**src/rtl/rv_pipe_pkg.sv**
```systemverilog
// Shared pipeline definitions: opcode-type codes (Inst[6:2]) and instruction field positions.
package rv_pipe_pkg;

  localparam logic [4:0] LOAD_TYPE   = 5'b00000;
  localparam logic [4:0] STORE_TYPE  = 5'b01000;
  localparam logic [4:0] BRANCH_TYPE = 5'b11000;
  localparam logic [4:0] OP_TYPE     = 5'b01100;
  localparam logic [4:0] OP_IMM_TYPE = 5'b00100;
  localparam logic [4:0] LUI_TYPE    = 5'b01101;
  localparam logic [4:0] AUIPC_TYPE  = 5'b00101;
  localparam logic [4:0] JAL_TYPE    = 5'b11011;
  localparam logic [4:0] JALR_TYPE   = 5'b11001;

  localparam int unsigned RD_LSB   = 7;
  localparam int unsigned RD_MSB   = 11;
  localparam int unsigned TYPE_LSB = 2;
  localparam int unsigned TYPE_MSB = 6;

  // Only stores and branches leave rd untouched; unknown types still write.
  function automatic logic writes_rd(input logic [4:0] op_type);
    return !((op_type == STORE_TYPE) || (op_type == BRANCH_TYPE));
  endfunction

endpackage

```
**src/rtl/register_file.sv**
```systemverilog
// Architectural register file: async clear, one write port, two read ports bypassed from the write port.
module register_file
  import rv_pipe_pkg::*;
#(
  parameter int REG_COUNT  = 32,
  parameter int DATA_WIDTH = 32,
  parameter int ADDR_WIDTH = 5
) (
  input  logic                  clk,
  input  logic                  rst,
  input  logic                  wr_en,
  input  logic [ADDR_WIDTH-1:0] wr_addr,
  input  logic [DATA_WIDTH-1:0] wr_data,
  input  logic [ADDR_WIDTH-1:0] rs1_addr,
  input  logic [ADDR_WIDTH-1:0] rs2_addr,
  output logic [DATA_WIDTH-1:0] rs1_data,
  output logic [DATA_WIDTH-1:0] rs2_data
);

  logic [DATA_WIDTH-1:0] regs [REG_COUNT];

  always_ff @(posedge clk or posedge rst) begin
    if (rst) begin
      for (int unsigned i = 0; i < REG_COUNT; i++) begin
        regs[i] <= '0;
      end
    end else if (wr_en && (wr_addr != '0)) begin
      regs[wr_addr] <= wr_data;
    end
  end

  // The write port carries the pending MEM/WB write, so it doubles as the bypass source.
  always_comb begin
    rs1_data = regs[rs1_addr];
    if (rs1_addr == '0) begin
      rs1_data = '0;
    end else if (wr_en && (rs1_addr == wr_addr)) begin
      rs1_data = wr_data;
    end
  end

  always_comb begin
    rs2_data = regs[rs2_addr];
    if (rs2_addr == '0) begin
      rs2_data = '0;
    end else if (wr_en && (rs2_addr == wr_addr)) begin
      rs2_data = wr_data;
    end
  end

endmodule

```
**src/rtl/register_writeback.sv**
```systemverilog
// Writeback stage: MEM/WB pipeline register, retired-instruction counter and the register file.
module register_writeback
  import rv_pipe_pkg::*;
#(
  parameter int REG_COUNT   = 32,
  parameter int DATA_WIDTH  = 32,
  parameter int ADDR_WIDTH  = 5,
  parameter int COUNT_WIDTH = 32
) (
  input  logic                   Clk,
  input  logic                   Reset,
  input  logic                   Valid_In,
  input  logic [31:0]            Inst_In,
  input  logic [DATA_WIDTH-1:0]  Register_Data_In,
  input  logic [ADDR_WIDTH-1:0]  Rs1_Addr_In,
  input  logic [ADDR_WIDTH-1:0]  Rs2_Addr_In,
  output logic [DATA_WIDTH-1:0]  Rs1_Data_Out,
  output logic [DATA_WIDTH-1:0]  Rs2_Data_Out,
  output logic                   Wb_En_Out,
  output logic [ADDR_WIDTH-1:0]  Wb_Rd_Out,
  output logic [DATA_WIDTH-1:0]  Wb_Data_Out,
  output logic [COUNT_WIDTH-1:0] Retired_Count_Out
);

  logic [ADDR_WIDTH-1:0] rd;
  logic [4:0]            op_type;
  logic                  capture_write;
  logic                  unused_inst;

  assign rd          = ADDR_WIDTH'(Inst_In[RD_MSB:RD_LSB]);
  assign op_type     = Inst_In[TYPE_MSB:TYPE_LSB];
  assign unused_inst = ^{Inst_In[31:12], Inst_In[1:0]};

  always_comb begin
    capture_write = Valid_In && writes_rd(op_type) && (rd != '0);
  end

  always_ff @(posedge Clk or posedge Reset) begin
    if (Reset) begin
      Wb_En_Out         <= 1'b0;
      Wb_Rd_Out         <= '0;
      Wb_Data_Out       <= '0;
      Retired_Count_Out <= '0;
    end else begin
      Wb_En_Out   <= capture_write;
      Wb_Rd_Out   <= rd;
      Wb_Data_Out <= Register_Data_In;
      if (Valid_In) begin
        Retired_Count_Out <= Retired_Count_Out + COUNT_WIDTH'(1);
      end
    end
  end

  register_file #(
    .REG_COUNT  (REG_COUNT),
    .DATA_WIDTH (DATA_WIDTH),
    .ADDR_WIDTH (ADDR_WIDTH)
  ) u_register_file (
    .clk      (Clk),
    .rst      (Reset),
    .wr_en    (Wb_En_Out),
    .wr_addr  (Wb_Rd_Out),
    .wr_data  (Wb_Data_Out),
    .rs1_addr (Rs1_Addr_In),
    .rs2_addr (Rs2_Addr_In),
    .rs1_data (Rs1_Data_Out),
    .rs2_data (Rs2_Data_Out)
  );

endmodule

```
**config.mk**
```make
export PLATFORM = sky130hd
export DESIGN_NAME = register_writeback
export DESIGN_NICKNAME = d
export VERILOG_FILES = /design/src/rtl/rv_pipe_pkg.sv /design/src/rtl/register_file.sv /design/src/rtl/register_writeback.sv
export SDC_FILE = /design/constraint.sdc
export NUM_CORES = 2
export LEC_CHECK = 0
export ABC_AREA = 1
export CORE_ASPECT_RATIO = 1.4
export CORE_MARGIN = 5
export CORE_UTILIZATION = 55
export CTS_CLUSTER_SIZE = 28
export DETAILED_ROUTE_END_ITERATION = 16
export PLACE_DENSITY = 0.79
export SYNTH_ARGS = -nofsm -noshare
export SYNTH_HDL_FRONTEND = slang
export SYNTH_SLANG_ARGS = --single-unit
```
**constraint.sdc**
```tcl
create_clock -name Clk -period 37.6 [get_ports Clk]
set_input_delay 7.52 -clock Clk [delete_from_list [all_inputs] [get_ports Clk]]
set_output_delay 7.52 -clock Clk [all_outputs]
set_load 0.005 [all_outputs]
```
==> impl_metrics.toml <==
[sta]
timing_worst_slew_pin_value_ns = 1.210
post-route-min-period_ns = 20.99
finalSetupViolCount = 0
rsz0062_at_grt = "no"
hold-worst-slack_ns = 0.3799
hold_viol_final = 0
fin_ws_ns = 16.61
timing.clock.skew_ns = 0.03732
setup_tns_ns = 0
post-route-period-util_pct = 55.83
timing.final.max_slew_violations = 0
max-slew-margin-rel_pct = 19.36
fmax_mhz = 47.64

[pwr]
maximum_vdd_ir_drop_mv = 0.04381
design_power_total_uw = 3290
power.density_nw_per_um2 = 50.51
p_leak_uw = 0.02974

[placement]
place_congestion = 0.8987
portBuffers = 187
pre_cts_setup_slack_ns = 16.90
place_hpwl_um = 123200
detailed_place.area_sq_um = 61470

[grt]
grt_first_pass_wirelength_um = 332600
antenna_found_initial = 10
grt.overflow.total = 0
grt_start_max_net_pins = 182
gr_util_all_layers_pct = 37.70
first_global_vias = 55850

[detailed_routing]
postRouteAntennaNets = 0
dr.pass1.iters = 10
drt_iter0_markers = 8974
route.detailed.drc = 0
routed_wire_length_per_instance_um = 23.98
route.vias.total = 60050
route.final.wire_length_um = 223100
average_via_count_per_standard_cell = 6.456

[yosys]
post_synth_inst_count = 8087
yosys_warnings = 0
mappedNetlistNets = 8165
synth-seq-cells = 1094
synthesis.area_sq_um = 59650
seq_area_frac_synth_pct = 45.89
synth_area_per_cell_sq_um = 7.376
distinct_cell_type_count_of_the_synthesized_netlist = 31

[worst_setup_path]
crit_path_max_incr_delay_ns = 0.93
worst-path-buf-inv = 6
reg2reg_setup_slack_ns = 34.29
worst-setup-path-type = "in -> out"
timing.critical_path.fanout_max = 133
critical_path.most_common_cell = "sky130_fd_sc_hd__buf_4"
crit_path_cell_trace = "buf_8 -> buf_4 -> buf_4 -> buf_4 -> buf_4 -> o211ai_1 -> nand3_1 -> nand3_1 -> nand3_1 -> nand2_1 -> a21oi_1 -> clkdlybuf4s50_1"
worst_setup_path_end_kind = "output port"
required_ns = 30.08
worst_ep_arrival_time_ns = 13.47
r2r_start = "Wb_Rd_Out[1]$_DFF_PP0_"
critical-path-top-delay-family = "buffers and inverters"
setup.worst_path.start_class = "input port"
timing.rr.end = "u_register_file.regs[954]$_DFFE_PP0P_"
cp_slowest_cell = "sky130_fd_sc_hd__buf_4"
r2r.worst_path.cells = 6

[clocking]
insertion_delay_ns = 0.74
tritoncts = "done"
clock_input_transition_at_the_sequential_cells_of_the_worst_setup_and_hold_paths_ns = 0.06
cts_hold_buffers = 0
cts-root-buf = "sky130_fd_sc_hd__clkbuf_16"
htree_num_levels = 3
clk_path_buf_depth = 3
post-cts-setup-buffer-count = 0
cts_repair_resize_count = 0
cts.sinks = 1094
tritoncts.num_buffers = 109

[floorplan]
fp_rows = 143
design.portCount = 211
design.core.area_sq_um = 108100
chipWidth_um = 288.3
die_h_um = 399.7
floorplan_die_area_sq_um = 115200
effective_utilization_at_floorplan_pct = 55.20

[final_layout]
layout-drive-gt1-share_pct = 4.972
layout-area-overhead-vs-synth_pct = 9.181
fin_nets = 7833
final_area_sq_um = 65130
sequential_cell_area_sq_um = 27380
commonest_cells_after_routing_fill_and_taps_aside = "sky130_fd_sc_hd__nand2_1, sky130_fd_sc_hd__o21ai_0, sky130_fd_sc_hd__dfrtp_1"
nFillCells = 9596
area_used_by_multi_input_combinational_logic_sq_um = 26990
layout.cells.most_common = "sky130_fd_sc_hd__nand2_1"

[hold_path]
timing.hold.worst_endpoint = "u_register_file.regs[1007]$_DFFE_PP0P_"
hp-start = "u_register_file.regs[1007]$_DFFE_PP0P_"
min_delay_path_depth = 0
hold_class = "reg -> reg"

[job]
max-cap-violations = 0

[run_status]
run_status = "complete, no violations"
-- cells in the mapped netlist --
| master | n | area (sq um) |
|---|---|---|
| sky130_fd_sc_hd__a21oi_1 | 337 | 1687 |
| sky130_fd_sc_hd__nor3_2 | 5 | 50.05 |
| sky130_fd_sc_hd__nand4_1 | 17 | 106.4 |
| sky130_fd_sc_hd__buf_2 | 80 | 400.4 |
| sky130_fd_sc_hd__o211ai_1 | 584 | 4384 |
| sky130_fd_sc_hd__nor4_2 | 1 | 12.51 |
| sky130_fd_sc_hd__dfrtp_1 | 1094 | 27380 |
| sky130_fd_sc_hd__o21ai_0 | 1380 | 6907 |
| sky130_fd_sc_hd__o21ai_1 | 10 | 50.05 |
| sky130_fd_sc_hd__clkbuf_1 | 589 | 2211 |
| sky130_fd_sc_hd__clkinv_1 | 3 | 11.26 |
| sky130_fd_sc_hd__nor3b_1 | 2 | 15.01 |
| sky130_fd_sc_hd__nor2_1 | 191 | 716.9 |
| sky130_fd_sc_hd__nor3_1 | 23 | 115.1 |
| sky130_fd_sc_hd__nor3_4 | 2 | 32.53 |
| sky130_fd_sc_hd__o22ai_1 | 7 | 43.79 |
| sky130_fd_sc_hd__xnor2_1 | 8 | 70.07 |
| sky130_fd_sc_hd__buf_1 | 77 | 289.0 |
| sky130_fd_sc_hd__inv_1 | 652 | 2447 |
| sky130_fd_sc_hd__xor2_1 | 22 | 192.7 |
| sky130_fd_sc_hd__nand3_1 | 865 | 4329 |
| sky130_fd_sc_hd__nor2_2 | 5 | 31.28 |
| sky130_fd_sc_hd__nor4_1 | 3 | 18.77 |
| sky130_fd_sc_hd__ha_1 | 1 | 12.51 |
| sky130_fd_sc_hd__or2_2 | 28 | 175.2 |
| sky130_fd_sc_hd__inv_2 | 3 | 11.26 |
| sky130_fd_sc_hd__a211oi_1 | 4 | 30.03 |
| sky130_fd_sc_hd__nand2_2 | 17 | 106.4 |
| sky130_fd_sc_hd__nor4_4 | 1 | 21.27 |
| sky130_fd_sc_hd__nand2_1 | 2074 | 7785 |
| sky130_fd_sc_hd__nand3b_1 | 2 | 15.01 |
-- worst max-delay path by stage --
stage / start / end / slack [ns] / depth (start not counted)
after floorplan: Reset / Retired_Count_Out[0]$_DFFE_PP0P_ / 14.99 / 1
after global placement: Rs1_Addr_In[0] / Rs1_Data_Out[21] / 16.97 / 12
after detailed placement: Rs1_Addr_In[0] / Rs1_Data_Out[21] / 16.90 / 12
after CTS: Rs1_Addr_In[0] / Rs1_Data_Out[21] / 16.85 / 12
after global routing: Rs1_Addr_In[0] / Rs1_Data_Out[21] / 16.39 / 12
final: Rs1_Addr_In[0] / Rs1_Data_Out[21] / 16.61 / 12
-- cell type report --
cell class                 instances  area share (%)
antenna                            7         0.02690
tap                             1450           2.786
inverter                         658           3.821
sequential                      1094           42.03
multi-input combinational       5589           41.44
clock inverter                    43          0.6935
timing repair buffer             303           4.299
clock buffer                     157           4.899
-- per-layer routing --
metal	routed length, um	track usage [%]	vias to the layer above
met1	76740	47.22	27990
met4	21230	30.04	8
met3	30610	9.136	1215
li1	-	-	26370
met5	61	0	-
met2	94450	55.73	4466
-- per-stage QoR --
stage          cells  utilization (%)
6_report        9301            60.27
5_1_grt         9294            60.25
4_1_cts         9294            60.25
3_5_place_dp    9094            56.88
3_3_place_gp    9094            56.88
2_1_floorplan   8087                -
-- flip-flops by register name, summed over array words and instances, names as in the netlist --
register and count:
Wb_Rd_Out 5, u_register_file.regs 1024, Retired_Count_Out 32, Wb_En_Out 1
Wb_Data_Out 32
-- power by group --
group / internal [uW] / switching, uW / total, uW
sequential: 1380 / 135 / 1510
combinational: 230 / 415 / 645
clock: 642 / 488 / 1130
-- cell families (layout without fill, tap and decap cells) --
family / after synthesis / after routing / synth area share (%)
AND/OR/NAND/NOR: 3236 / 3236 / 22.68
AO/OA/AOI/OAI: 2322 / 2322 / 21.96
buffers and inverters: 1404 / 1161 / 9.002
flip-flops: 1094 / 1094 / 45.89
XOR/XNOR: 30 / 30 / 0.4405
adder cells (fa/ha/maj): 1 / 1 / 0.02097
other: 0 / 7 / 0
Power figures use the tool's default switching activity.
